**src/rtl/number_splitter.sv**
```systemverilog
// ============================================================================
//  Module      : number_splitter
//  Description : Binary-to-decimal token streamer. Serial double-dabble, then
//                MS-digit-first 4-bit tokens over valid/ready. Define
//                SIGNED_EN for two's-complement input with a leading minus token.
//  Revision    : 1.0 - initial release
// ============================================================================
`default_nettype none

module number_splitter #(
    parameter int         WIDTH       = 32,
    parameter int         DIGITS      = 10,
    parameter logic [3:0] MINUS_TOKEN = 4'hB
) (
    input  logic             clk,
    input  logic             clear_n,
    input  logic             start,
    input  logic [WIDTH-1:0] number,
    output logic             busy,
    output logic [3:0]       token,
    output logic             token_valid,
    input  logic             token_ready,
    output logic             token_last,
    output logic             done
);

    localparam int c_BW = DIGITS * 4;
    localparam int c_IW = (DIGITS > 1) ? $clog2(DIGITS) : 1;
    localparam int c_CW = $clog2(WIDTH + 1);

    typedef enum logic [2:0] {
        S_IDLE  = 3'd0,
        S_CONV  = 3'd1,
        S_ALIGN = 3'd2,
        S_SIGN  = 3'd3,
        S_EMIT  = 3'd4
    } state_t;

    state_t            r_state;
    logic [WIDTH-1:0]  r_shift;
    logic [c_BW-1:0]   r_bcd;
    logic [c_CW-1:0]   r_cnt;
    logic [c_IW-1:0]   r_idx;
    logic              r_neg;

    logic              w_neg;
    logic [WIDTH-1:0]  w_mag;
    logic [c_BW-1:0]   w_adj;
    logic [c_IW-1:0]   w_msd;
    logic [c_IW-1:0]   w_idx_dec;
    logic              w_hs;

`ifdef SIGNED_EN
    assign w_neg = number[WIDTH-1];
    assign w_mag = number[WIDTH-1] ? (~number + 1'b1) : number;
`else
    assign w_neg = 1'b0;
    assign w_mag = number;
`endif

    assign w_idx_dec = r_idx - c_IW'(1);
    assign w_hs      = token_valid & token_ready;

    function automatic logic [3:0] digit_at(input logic [c_BW-1:0] bcd,
                                            input logic [c_IW-1:0] idx);
        logic [3:0] result;
        result = 4'd0;
        for (int d = 0; d < DIGITS; d++) begin
            if (idx == c_IW'(d)) result = bcd[d*4 +: 4];
        end
        return result;
    endfunction

    // Double-dabble correction applied before each shift
    always_comb begin
        w_adj = r_bcd;
        for (int d = 0; d < DIGITS; d++) begin
            if (r_bcd[d*4 +: 4] >= 4'd5) w_adj[d*4 +: 4] = r_bcd[d*4 +: 4] + 4'd3;
        end
    end

    // Highest nonzero digit; an all-zero result leaves index 0 so "0" is emitted
    always_comb begin
        w_msd = '0;
        for (int d = 0; d < DIGITS; d++) begin
            if (r_bcd[d*4 +: 4] != 4'd0) w_msd = c_IW'(d);
        end
    end

    always_ff @(posedge clk or negedge clear_n) begin
        if (!clear_n) begin
            r_state     <= S_IDLE;
            r_shift     <= '0;
            r_bcd       <= '0;
            r_cnt       <= '0;
            r_idx       <= '0;
            r_neg       <= 1'b0;
            busy        <= 1'b0;
            token       <= 4'd0;
            token_valid <= 1'b0;
            token_last  <= 1'b0;
            done        <= 1'b0;
        end else begin
            done <= 1'b0;
            case (r_state)
                S_IDLE: begin
                    if (start) begin
                        r_shift <= w_mag;
                        r_neg   <= w_neg;
                        r_bcd   <= '0;
                        r_cnt   <= c_CW'(WIDTH);
                        busy    <= 1'b1;
                        r_state <= S_CONV;
                    end
                end
                S_CONV: begin
                    {r_bcd, r_shift} <= {w_adj[c_BW-2:0], r_shift, 1'b0};
                    r_cnt            <= r_cnt - c_CW'(1);
                    if (r_cnt == c_CW'(1)) r_state <= S_ALIGN;
                end
                S_ALIGN: begin
                    r_idx   <= w_msd;
                    r_state <= r_neg ? S_SIGN : S_EMIT;
                end
                S_SIGN: begin
                    if (!token_valid) begin
                        token       <= MINUS_TOKEN;
                        token_last  <= 1'b0;
                        token_valid <= 1'b1;
                    end else if (token_ready) begin
                        // Sign accepted: first digit follows with no bubble
                        token      <= digit_at(r_bcd, r_idx);
                        token_last <= (r_idx == '0);
                        r_state    <= S_EMIT;
                    end
                end
                S_EMIT: begin
                    if (!token_valid) begin
                        token       <= digit_at(r_bcd, r_idx);
                        token_last  <= (r_idx == '0);
                        token_valid <= 1'b1;
                    end else if (w_hs) begin
                        if (r_idx == '0) begin
                            token       <= 4'd0;
                            token_valid <= 1'b0;
                            token_last  <= 1'b0;
                            busy        <= 1'b0;
                            done        <= 1'b1;
                            r_state     <= S_IDLE;
                        end else begin
                            r_idx      <= w_idx_dec;
                            token      <= digit_at(r_bcd, w_idx_dec);
                            token_last <= (w_idx_dec == '0);
                        end
                    end
                end
                default: r_state <= S_IDLE;
            endcase
        end
    end

endmodule

`default_nettype wire
```
**config.mk**
```make
export PLATFORM = sky130hd
export DESIGN_NAME = number_splitter
export DESIGN_NICKNAME = d
export VERILOG_FILES = /design/src/rtl/number_splitter.sv
export SDC_FILE = /design/constraint.sdc
export NUM_CORES = 1
export LEC_CHECK = 0
export ABC_CLOCK_PERIOD_IN_PS = 3200
export CAP_MARGIN = 20
export CORE_MARGIN = 2
export CORE_UTILIZATION = 36
export CTS_BUF_LIST = sky130_fd_sc_hd__clkbuf_4 sky130_fd_sc_hd__clkbuf_8 sky130_fd_sc_hd__clkbuf_16
export CTS_CLUSTER_DIAMETER = 200
export DETAILED_ROUTE_END_ITERATION = 12
export HOLD_SLACK_MARGIN = 0.1
export SLEW_MARGIN = 20
export SYNTH_ARGS = -nofsm -noshare
export SYNTH_HDL_FRONTEND = slang
export SYNTH_SLANG_ARGS = --single-unit
```
**constraint.sdc**
```tcl
create_clock -name clk -period 3.2 [get_ports clk]
set_input_delay 0.8 -clock clk [delete_from_list [all_inputs] [get_ports clk]]
set_output_delay 0.8 -clock clk [all_outputs]
set_load 0.03 [all_outputs]
```
* Word-level counts from Yosys, hierarchy flattened
Cells that the tools add are included. Widths: inputs -> output; s select.
Cells by class: add/sub/neg operators 12, magnitude comparators 10, equal/unequal tests 33, mux-type cells 82, bitwise operators 1, reduce and logical (&&, ||, !) cells 21
Operators by type and width (count):
- $mux 4 | 45
- $pmux 40 s2 | 1
- $pmux 32 s2 | 1
- $ge 4x3->1 const B | 10
- $mux 40 | 1
- $add 4x2->4 const B | 9
- $reduce_bool 4->1 | 9
- $eq 4x3->1 const B | 8
- $mux 32 | 1
- $mux 3 | 8
- $mux 1 | 17
- $eq 4x2->1 const B | 4
- $eq 4x4->1 const B | 4
- $ne 2x2->1 const B | 8
- $pmux 4 s2 | 2
- $pmux 3 s5 | 1
- $pmux 6 s2 | 1
- $eq 4x1->1 const B | 2
- $logic_not 4->1 | 2
- $reduce_bool 2->1 | 4
- $reduce_and 7->1 | 1
- $eq 3x2->1 const B | 2
- $eq 6x1->1 const B | 1
- $mux 6 | 1
- 13 further kinds | 16
Word-level totals: bits in registers 93, input port bits 36, output and inout bits 8, word-level logic and storage cells 169

* Logic depth before layout (Yosys ltp)
Gate-level depths: netlist (run 1).
depth after elaboration 16, depth in mapped cells 11, mapped depth without buffers 9

* Least setup slack after synthesis (run 1)
OpenSTA, ideal clock, no wires.
kind register to register, start point reg r_idx[0], end point reg token[3], library setup time 134 ps, data arrival time 1914 ps, required time 3066 ps, slack 1152 ps, cell stages (with the launch flop) 11, buffers on the path 1, period minus slack after synthesis 2048 ps, cell sequence dfrtp_1 > inv_1 > ha_1 > buf_2 > nor2b_1 > nor3_1 > a211o_1 > a222oi_1 > o21ai_0 > o22ai_1 > a21oi_1
Between the ends: word-level cells in the longest chain between the ends 16, elaborated cells between the ends (all ways) 47, those cells by class 1 x add/sub; 18 x eq/ne; 26 x mux; 2 x reduce/logical
Ends and longest elaborated chain:
- from (decl) | RTL line 43 | logic [c_IW-1:0] r_idx;
- from (signal assigned) | RTL line 122 | r_idx <= w_msd;
- from (signal assigned) | RTL line 151 | r_idx <= w_idx_dec;
- $sub 4x1->4 | RTL line 61 | assign w_idx_dec = r_idx - c_IW'(1);
- $logic_not 4->1 | RTL line 69 | if (idx == c_IW'(d)) result = bcd[d*4 +: 4];
- $mux 4 (10 in series) | RTL line 69
- $mux 4 | RTL line 143 | if (r_idx == '0) begin
- $mux 4 | RTL line 142 | end else if (w_hs) begin
- $mux 4 | RTL line 138 | if (!token_valid) begin
- $pmux 4 s2 * | RTL line 105 | case (r_state)
- to (signal assigned) | RTL line 132 | token <= digit_at(r_bcd, r_idx);
- to (signal assigned) | RTL line 139 | token <= digit_at(r_bcd, r_idx);
- to (signal assigned) | RTL line 152 | token <= digit_at(r_bcd, w_idx_dec);
- to (decl) | RTL line 20 | output logic [3:0] token,
Every way passes the cells marked *; elsewhere a longest branch is shown, timed or not. The select of a mux whose other input is x is not followed. A chain may end at the register's enable or synchronous reset.

* Worst setup path in the final report (run 1)
start point reg r_idx[0], end point reg token[2]
Same word-level chain as after synthesis.

==> results list, run 1 <==
* Critical path required time: 3.44 ns
- Proportion of power drawn by combinational gates: between 50% and 60%
- Estimated wirelength of the detail-placed design: between 10,000 and 15,000 um
- Proportion of power drawn by the clock network: between 10% and 20%
- Largest driver fanout on the critical path: 18
* Initial core utilization: 36.58%
* Clock tree from TritonCTS: done
- Measured along the x axis, the die boundary spans approximately 130 um.
* Setup Total Neg Slack: 0 ns
* Number of distinct library cells after synthesis: 58
- The initial antenna violation count was 0.
* Share of power burned in registers: 30.5%
- The H-tree was split into 3 levels.
- # diodes: 0
- The count of buffers added on input and output ports is 43.
* Row cnt: 47
- Cell area after technology mapping: just over 0.006 mm2
- For this run, the register share of the synthesized area comes to around two fifths.
- Maximum frequency from static timing analysis: 364.7 MHz
* Placed cell area: 0.006663 mm2
- In the routed design, unresolved DRC markers number 0.
- First-pass GRT wire length: 27,940 um
* Setup repair after global routing missed its margin: no
- Overall die height: 133.6 um
- Leakage power summed over all cells: 2.901 nW
- Path depth of the worst reg2reg path: 9
* Endpoint type of the worst setup path: flop
- Clock Latency Late Sink: 0.36 ns
- The biggest area contributor in the post-synthesis netlist is sky130_fd_sc_hd__dfrtp_1.
* Gr usage total: 19.49%
- Post-synth top area share: a little under 40%
- Walking the worst path, the cells encountered are inv_1, ha_1, and2b_1, a21oi_1, o21ai_2, nand2_1, or2_1, a221oi_1, o21ai_0.
* Final slew viol count: 0
- Number of nets in the final layout: 813
* Most used flip-flop cell after synthesis: sky130_fd_sc_hd__dfrtp_1
* Maximum number of pins on one net before global-route repair: 94
- Final critical-path required period: 2.742 ns
* FFs w/ async S/R, synth: 100.0%
* Critical register-to-register path endpoint: token[2]
- In this run the remaining antenna-violating nets after routing total 0.
* Post-cts sizing count: 0
- Yosys warnings: 0
- Peak supply drop: 427.3 uV
* Mapped Avg Cell Area: 8.303 um2
- Final setup slack of the worst path: 0.4577 ns
* First-iteration detailed-routing DRC count: 524
* Post-CTS setup repair buffer count: 0
- Summing all non-filler instances in the final layout gives an area of 0.006977 mm2.
- Leaving out fill and tap cells, the most frequent cell in the layout is sky130_fd_sc_hd__nand2_1.
* Maximum buffer depth of the clock tree: 2
- Total via count after detailed routing: 5,524
* Pre-CTS setup slack: just under 0.5 ns
- Slew Limit Headroom: 53.25%
- Routability-driven placement finished with a final weighted congestion of 0.9364.
* Class of the worst hold path: input pin to async pin
- Total of hold buffers inserted after clock tree synthesis: 0
- Reported net switching power: about 0.0037 W
* Number of buffers created by CTS: 9
* Post-CTS clock slew at the launch and capture registers of the worst setup and hold paths: 0.07 ns
* Maxcap violations: 0
- 44 I/O pins were placed.
- Setup violation total in the final timing report: 0
* Routed WL: approximately 17,000 um
* CP startpoint kind: flop
* Routed wire length per instance: between 15 and 20 um
- The number of nets in the synthesized netlist is 796.
- Final Hold Fails: 0
- The largest single stage delay on the critical path is about 0.5 ns.
* Net switching fraction of the power: 48.17%
- Slowest library cell on the worst path: sky130_fd_sc_hd__dfrtp_1
- For the pin with the worst max-slew slack, the measured transition is around 0.70 ns.
- Count of state elements after synthesis: 93
* Synthesized instance count: 728
* Result of the run: finished, final reports clean
- Data arrives at the worst endpoint at 2.98 ns.
- The tree is rooted in a sky130_fd_sc_hd__clkbuf_16.
* Number of synthesized flops with an enable pin: 0
- Vias in the first global route: 5,310
- Grt ovf: 0
- Vias per cell: ~5.7
* Fraction of layout cells with a size suffix above 1: 6.267%
- The worst path uses approximately 86% of the clock period.
- Internal power comes to 0.003995 W.
* Pwr dens: 1105 mW/mm2
- Setup Crit Path Kind: flop to flop
- In this run the register-to-register setup slack is 0.46 ns.
- The worst register-to-register path begins at r_idx[0].
- Area grow syn2layout: 15.42%
- Most used cells in the layout excluding fill and tap cells: sky130_fd_sc_hd__nand2_1, sky130_fd_sc_hd__dfrtp_1, sky130_fd_sc_hd__o21ai_0
- Clock skew: 0.004989 ns
- CTS saw 93 sinks.
* Die Area: 0.01784 mm2
* Drt first pass iters: 5
- After synthesis, the cell types taking the most area are sky130_fd_sc_hd__dfrtp_1, sky130_fd_sc_hd__ha_1, sky130_fd_sc_hd__nand2_1.
- The floorplan step defined a core boundary enclosing approximately 0.017 mm2.
state kept, by name, indices dropped and copies added (netlist names):
| signal | flops |
|---|---|
| token | 4 |
| r_idx | 4 |
| r_state | 3 |
| r_bcd | 40 |
| done | 1 |
| token_valid | 1 |
| r_shift | 32 |
| busy | 1 |
| r_cnt | 6 |
| token_last | 1 |
metal layers:
layer  GRT usage (%)  part of all wire, %
met2           30.64                   46
met3           4.338                  5.6
met5               0                    0
met1           26.90                   47
met4           5.910                  1.9
worst max-delay path, delay by kind of cell, from the launching register on:
kind | cells | cell delay (ns)
flops | 1 | 0.50
compound gates | 4 | 0.74
fa+ha+maj | 1 | 0.45
simple gates | 3 | 0.78
buf+inv | 1 | 0.12
cells by family after synthesis:
family | count (synthesis) | share of synthesized area [%]
flops | 93 | 38.50
buf+inv | 87 | 6.003
fa+ha+maj | 32 | 6.624
xor+xnor | 12 | 1.739
compound gates | 253 | 27.88
simple gates | 251 | 19.25
Yosys cell counts (3+ instances only):
cell and count:
sky130_fd_sc_hd__a211o_1 5, sky130_fd_sc_hd__a22oi_1 39, sky130_fd_sc_hd__nor2_1 42, sky130_fd_sc_hd__a22o_1 4, sky130_fd_sc_hd__a31oi_1 5, sky130_fd_sc_hd__a221oi_1 4
sky130_fd_sc_hd__buf_1 4, sky130_fd_sc_hd__dfrtp_1 93, sky130_fd_sc_hd__buf_2 14, sky130_fd_sc_hd__a211oi_1 4, sky130_fd_sc_hd__a32oi_1 3, sky130_fd_sc_hd__o211ai_1 8
sky130_fd_sc_hd__o22ai_1 5, sky130_fd_sc_hd__xnor2_1 12, sky130_fd_sc_hd__o21ai_0 58, sky130_fd_sc_hd__a32o_1 13, sky130_fd_sc_hd__nor3b_1 8, sky130_fd_sc_hd__buf_4 3
sky130_fd_sc_hd__nand3_1 46, sky130_fd_sc_hd__inv_1 31, sky130_fd_sc_hd__nand2_1 106, sky130_fd_sc_hd__a21o_1 4, sky130_fd_sc_hd__a21oi_1 55, sky130_fd_sc_hd__o31ai_1 26
sky130_fd_sc_hd__nor2b_1 11, sky130_fd_sc_hd__nand4_1 3, sky130_fd_sc_hd__or2_1 4, sky130_fd_sc_hd__nand2b_1 11, sky130_fd_sc_hd__ha_1 32, sky130_fd_sc_hd__nor3_1 6
sky130_fd_sc_hd__clkbuf_1 33
stage by stage:
stage | total power (W) | cells | util (%) | hold WS (ns)
CTS | 0.007724 | 970 | 42.19 | 0.4832
finish | 0.007707 | 970 | 42.22 | 0.4752
global placement | 0.006429 | 954 | 40.32 | 0.4590
detailed placement | 0.006550 | 954 | 40.32 | 0.4637
floorplan | 0.005367 | 728 | - | 0.4458
global route | 0.008445 | 970 | 42.22 | 0.5003
how the worst max path moves through the flow:
stage                     startpoint        to  slack [ns]  cells past startpoint
after floorplan             r_idx[0]  token[3]        1.15                     10
after CTS                   r_idx[0]  token[2]        0.47                      9
final                       r_idx[0]  token[2]        0.46                      9
after global routing        r_idx[0]  token[3]        0.17                      8
after global placement      r_idx[0]  token[2]        0.53                      9
after detailed placement    r_idx[0]  token[2]        0.49                      9
final cells by class:
class                   instances  area (um2)
clock inverters                 6       76.32
inverters                      32       120.1
multi-input cells             548        3369
well taps                     220       275.3
repair buffers                 61       575.6
flip-flops and latches         93        2327
fillers                      1614        9548
clock buffers                  10       232.7
power by group through the flow:
stage               registers, W  logic, W  clock network [W]
detailed placement       0.00235   0.00420                  0
floorplan                0.00212   0.00325                  0
finish                   0.00235   0.00422            0.00114
global placement         0.00233   0.00410                  0
CTS                      0.00233   0.00421            0.00117
global route             0.00243   0.00479            0.00122
Note: power is estimated with default switching activity, not from simulation.
==> inputs of run 2 (changes only) <==
--- a/config.mk
+++ b/config.mk
@@ -11,9 +11,11 @@
 export CORE_UTILIZATION = 36
 export CTS_BUF_LIST = sky130_fd_sc_hd__clkbuf_4 sky130_fd_sc_hd__clkbuf_8 sky130_fd_sc_hd__clkbuf_16
 export CTS_CLUSTER_DIAMETER = 200
+export CTS_CLUSTER_SIZE = 16
 export DETAILED_ROUTE_END_ITERATION = 12
 export HOLD_SLACK_MARGIN = 0.1
 export SLEW_MARGIN = 20
 export SYNTH_ARGS = -nofsm -noshare
 export SYNTH_HDL_FRONTEND = slang
 export SYNTH_SLANG_ARGS = --single-unit
+export TNS_END_PERCENT = 100
==> results of run 2 <==
No change in the layout: final DEF, timing and power equal those of run 1.
==> patch (settings of run 2) <==
Re-encode `state_t` (5 states) as Gray code, 3 bits wide.
--- a/src/rtl/number_splitter.sv
+++ b/src/rtl/number_splitter.sv
@@ -31,7 +31,7 @@
     typedef enum logic [2:0] {
-        S_IDLE  = 3'd0,
-        S_CONV  = 3'd1,
-        S_ALIGN = 3'd2,
-        S_SIGN  = 3'd3,
-        S_EMIT  = 3'd4
+        S_IDLE  = 3'b000,
+        S_CONV  = 3'b001,
+        S_ALIGN = 3'b011,
+        S_SIGN  = 3'b010,
+        S_EMIT  = 3'b110
     } state_t;
Formal check against the unedited RTL: same outputs for any inputs over 10 cycles, from zero or initial values; not proved beyond that.
==> patch against run 2 <==
- cell count increased by 2.0%
- critical path depth is the same
- setup slack lost 0.017 ns
- wire length up 1.4%
- synthesized cell count is 2.3% higher
- via count up 1.7%
- design area is 3.2% higher
- total power fell by 5.6%
- synthesized area up 4.8%
- maximum frequency shrank 0.62%
- sequential cell count stayed put
- sequential share of layout area down 1.0 points
- clock skew is 0.0057 ns higher
- critical endpoint is now token[1]
==> patch: results (changes against run 2) <==
** Cells and area
- The total area of multi-input combinational cells was 0.003616 sq mm (+7.3%).
- Non-clock buffer count :: 56 (-8.2%)
- Non-clock buffering overhead :: 7.648% (-0.60 points)
- The register share of the cell area is 32.33% (-1.0 points).
- The layout sequential cell count came to 93 (unchanged).
- The final-layout clock-cell area share came to 3.998% (-0.43 points).
- The count of multi-input combinational gates is 563 (+2.7%).
- The number of nets at the end of the flow was 827 (+1.7%).
- The non-clock inverter count in the final layout came to 36 (+13%).
- Layout cell share with drive strength beyond 1 :: 6.283% (+0.016 points)
- The number of filler cells placed in the layout is 1,725 (+6.9%).

** Synth
- Library cells used by synthesis :: 73 (+26%)
- Adder-cell share of the synthesized area :: 6.319% (-0.30 points)
- The commonest cells after synthesis are sky130_fd_sc_hd__nand2_1 (106), sky130_fd_sc_hd__dfrtp_1 (93), sky130_fd_sc_hd__a21oi_1 (63).
- The post-synthesis compound-gate area fraction was 26.86% (-1.0 points).
- The post-synthesis xor/xnor area fraction came to 1.797% (+0.058 points).
- Number of nets produced by synthesis :: 813 (+2.1%)
- Sorting the synthesized cells by area gives the leading types as sky130_fd_sc_hd__dfrtp_1 (37%), sky130_fd_sc_hd__ha_1 (6.3%), sky130_fd_sc_hd__nand2_1 (6.3%).
- Area share of the largest cell type after synthesis :: 36.73% (-1.8 points)
- The portion of netlist area occupied by mux cells is 5.253% (+5.3 points).

** Timing
- Clock tree skew after final layout :: 0.01067 ns (+0.005676 ns)
- The worst hold margin was 0.4339 ns (-0.04132 ns).
- The transition time at the pin with the least slew margin is 0.8428 ns (+0.1416 ns).

** Clocking
- The root buffer cell chosen for the clock tree is sky130_fd_sc_hd__clkbuf_16.
- H-tree lvl count :: 3 (unchanged)

** Power
- The sequential share of power was 30.1% (-0.4 points).
- P_clk :: 0.00106 W (-7%)
- LEAKAGE :: 2.802 nW (-3.4%)
- Worst supply voltage drop on vdd :: 0.0004246 V (-0.64%)
- The cell-internal power came to 0.003754 W (-6.0%).

** Global route
- The first-pass GRT wire length came to 27,640 um (-1.1%).
- The number of antenna violations at the first check in global routing is 0 (unchanged).
- The total routing resource utilization after global routing came to 18.89% (-0.60 points).
- Maximum number of pins on one net before global-route repair :: 68 (-28%)
- Vias in the first global route :: 5,134 (-3.3%)

** Setup path
- The highest fanout seen on the critical path came to 24 (+6).
- Capture instance of the worst register-to-register path :: token[1]
- Data arrival time at the worst-slack endpoint :: 2.99 ns (about the same)
- The maximum single-stage delay on the critical path is 0.53 ns (+0.03 ns).
- The worst reg-to-reg setup slack is 0.44 ns (-0.02 ns).
- The critical path in this run is classified as reg2reg.

** Route
- Post-DR wirelength/cell :: 16.96 um (-0.58%)
- The iteration-0 DRC count of the detailed router came to 548 (+4.6%).
- First drt pass iteration count :: 6 (+1)

** Placement
- The half-perimeter wire length after detailed placement was 11,840 um (+1.6%).
- Post-detailed-placement cell area :: 0.006910 sq mm (+3.7%)

** Status
- Status :: finished, final reports clean
==> patch: cell count changes after synthesis, moves of 10 or more <==
cell / delta
sky130_fd_sc_hd__a22oi_1: -37
sky130_fd_sc_hd__mux2i_1: +31
sky130_fd_sc_hd__o22ai_1: +29
sky130_fd_sc_hd__o21ai_0: -25
sky130_fd_sc_hd__clkbuf_1: -14
sky130_fd_sc_hd__o21ai_1: +37
sky130_fd_sc_hd__nand3_1: -37
sky130_fd_sc_hd__o31ai_1: -10
==> patch: metrics by stage <==
stage                     cells  utilization (%)  worst slack (ns)  total power [W]
after global placement      973            40.09            0.5153         0.006173
after detailed placement    973            40.09            0.4866         0.006194
after CTS                   989            41.76            0.4626         0.007287
after global routing        989            41.76            0.2264         0.007902
final                       989            41.76            0.4405         0.007275
after floorplan             745                -             1.073         0.005147
==> patch: layer usage <==
metal	wire length, um	track usage (%)	vias up
met4	344	6.019	0
met2	7428	28.03	196
met5	0	0	-
li1	-	-	2722
met3	1100	4.111	23
met1	7895	27.25	2678
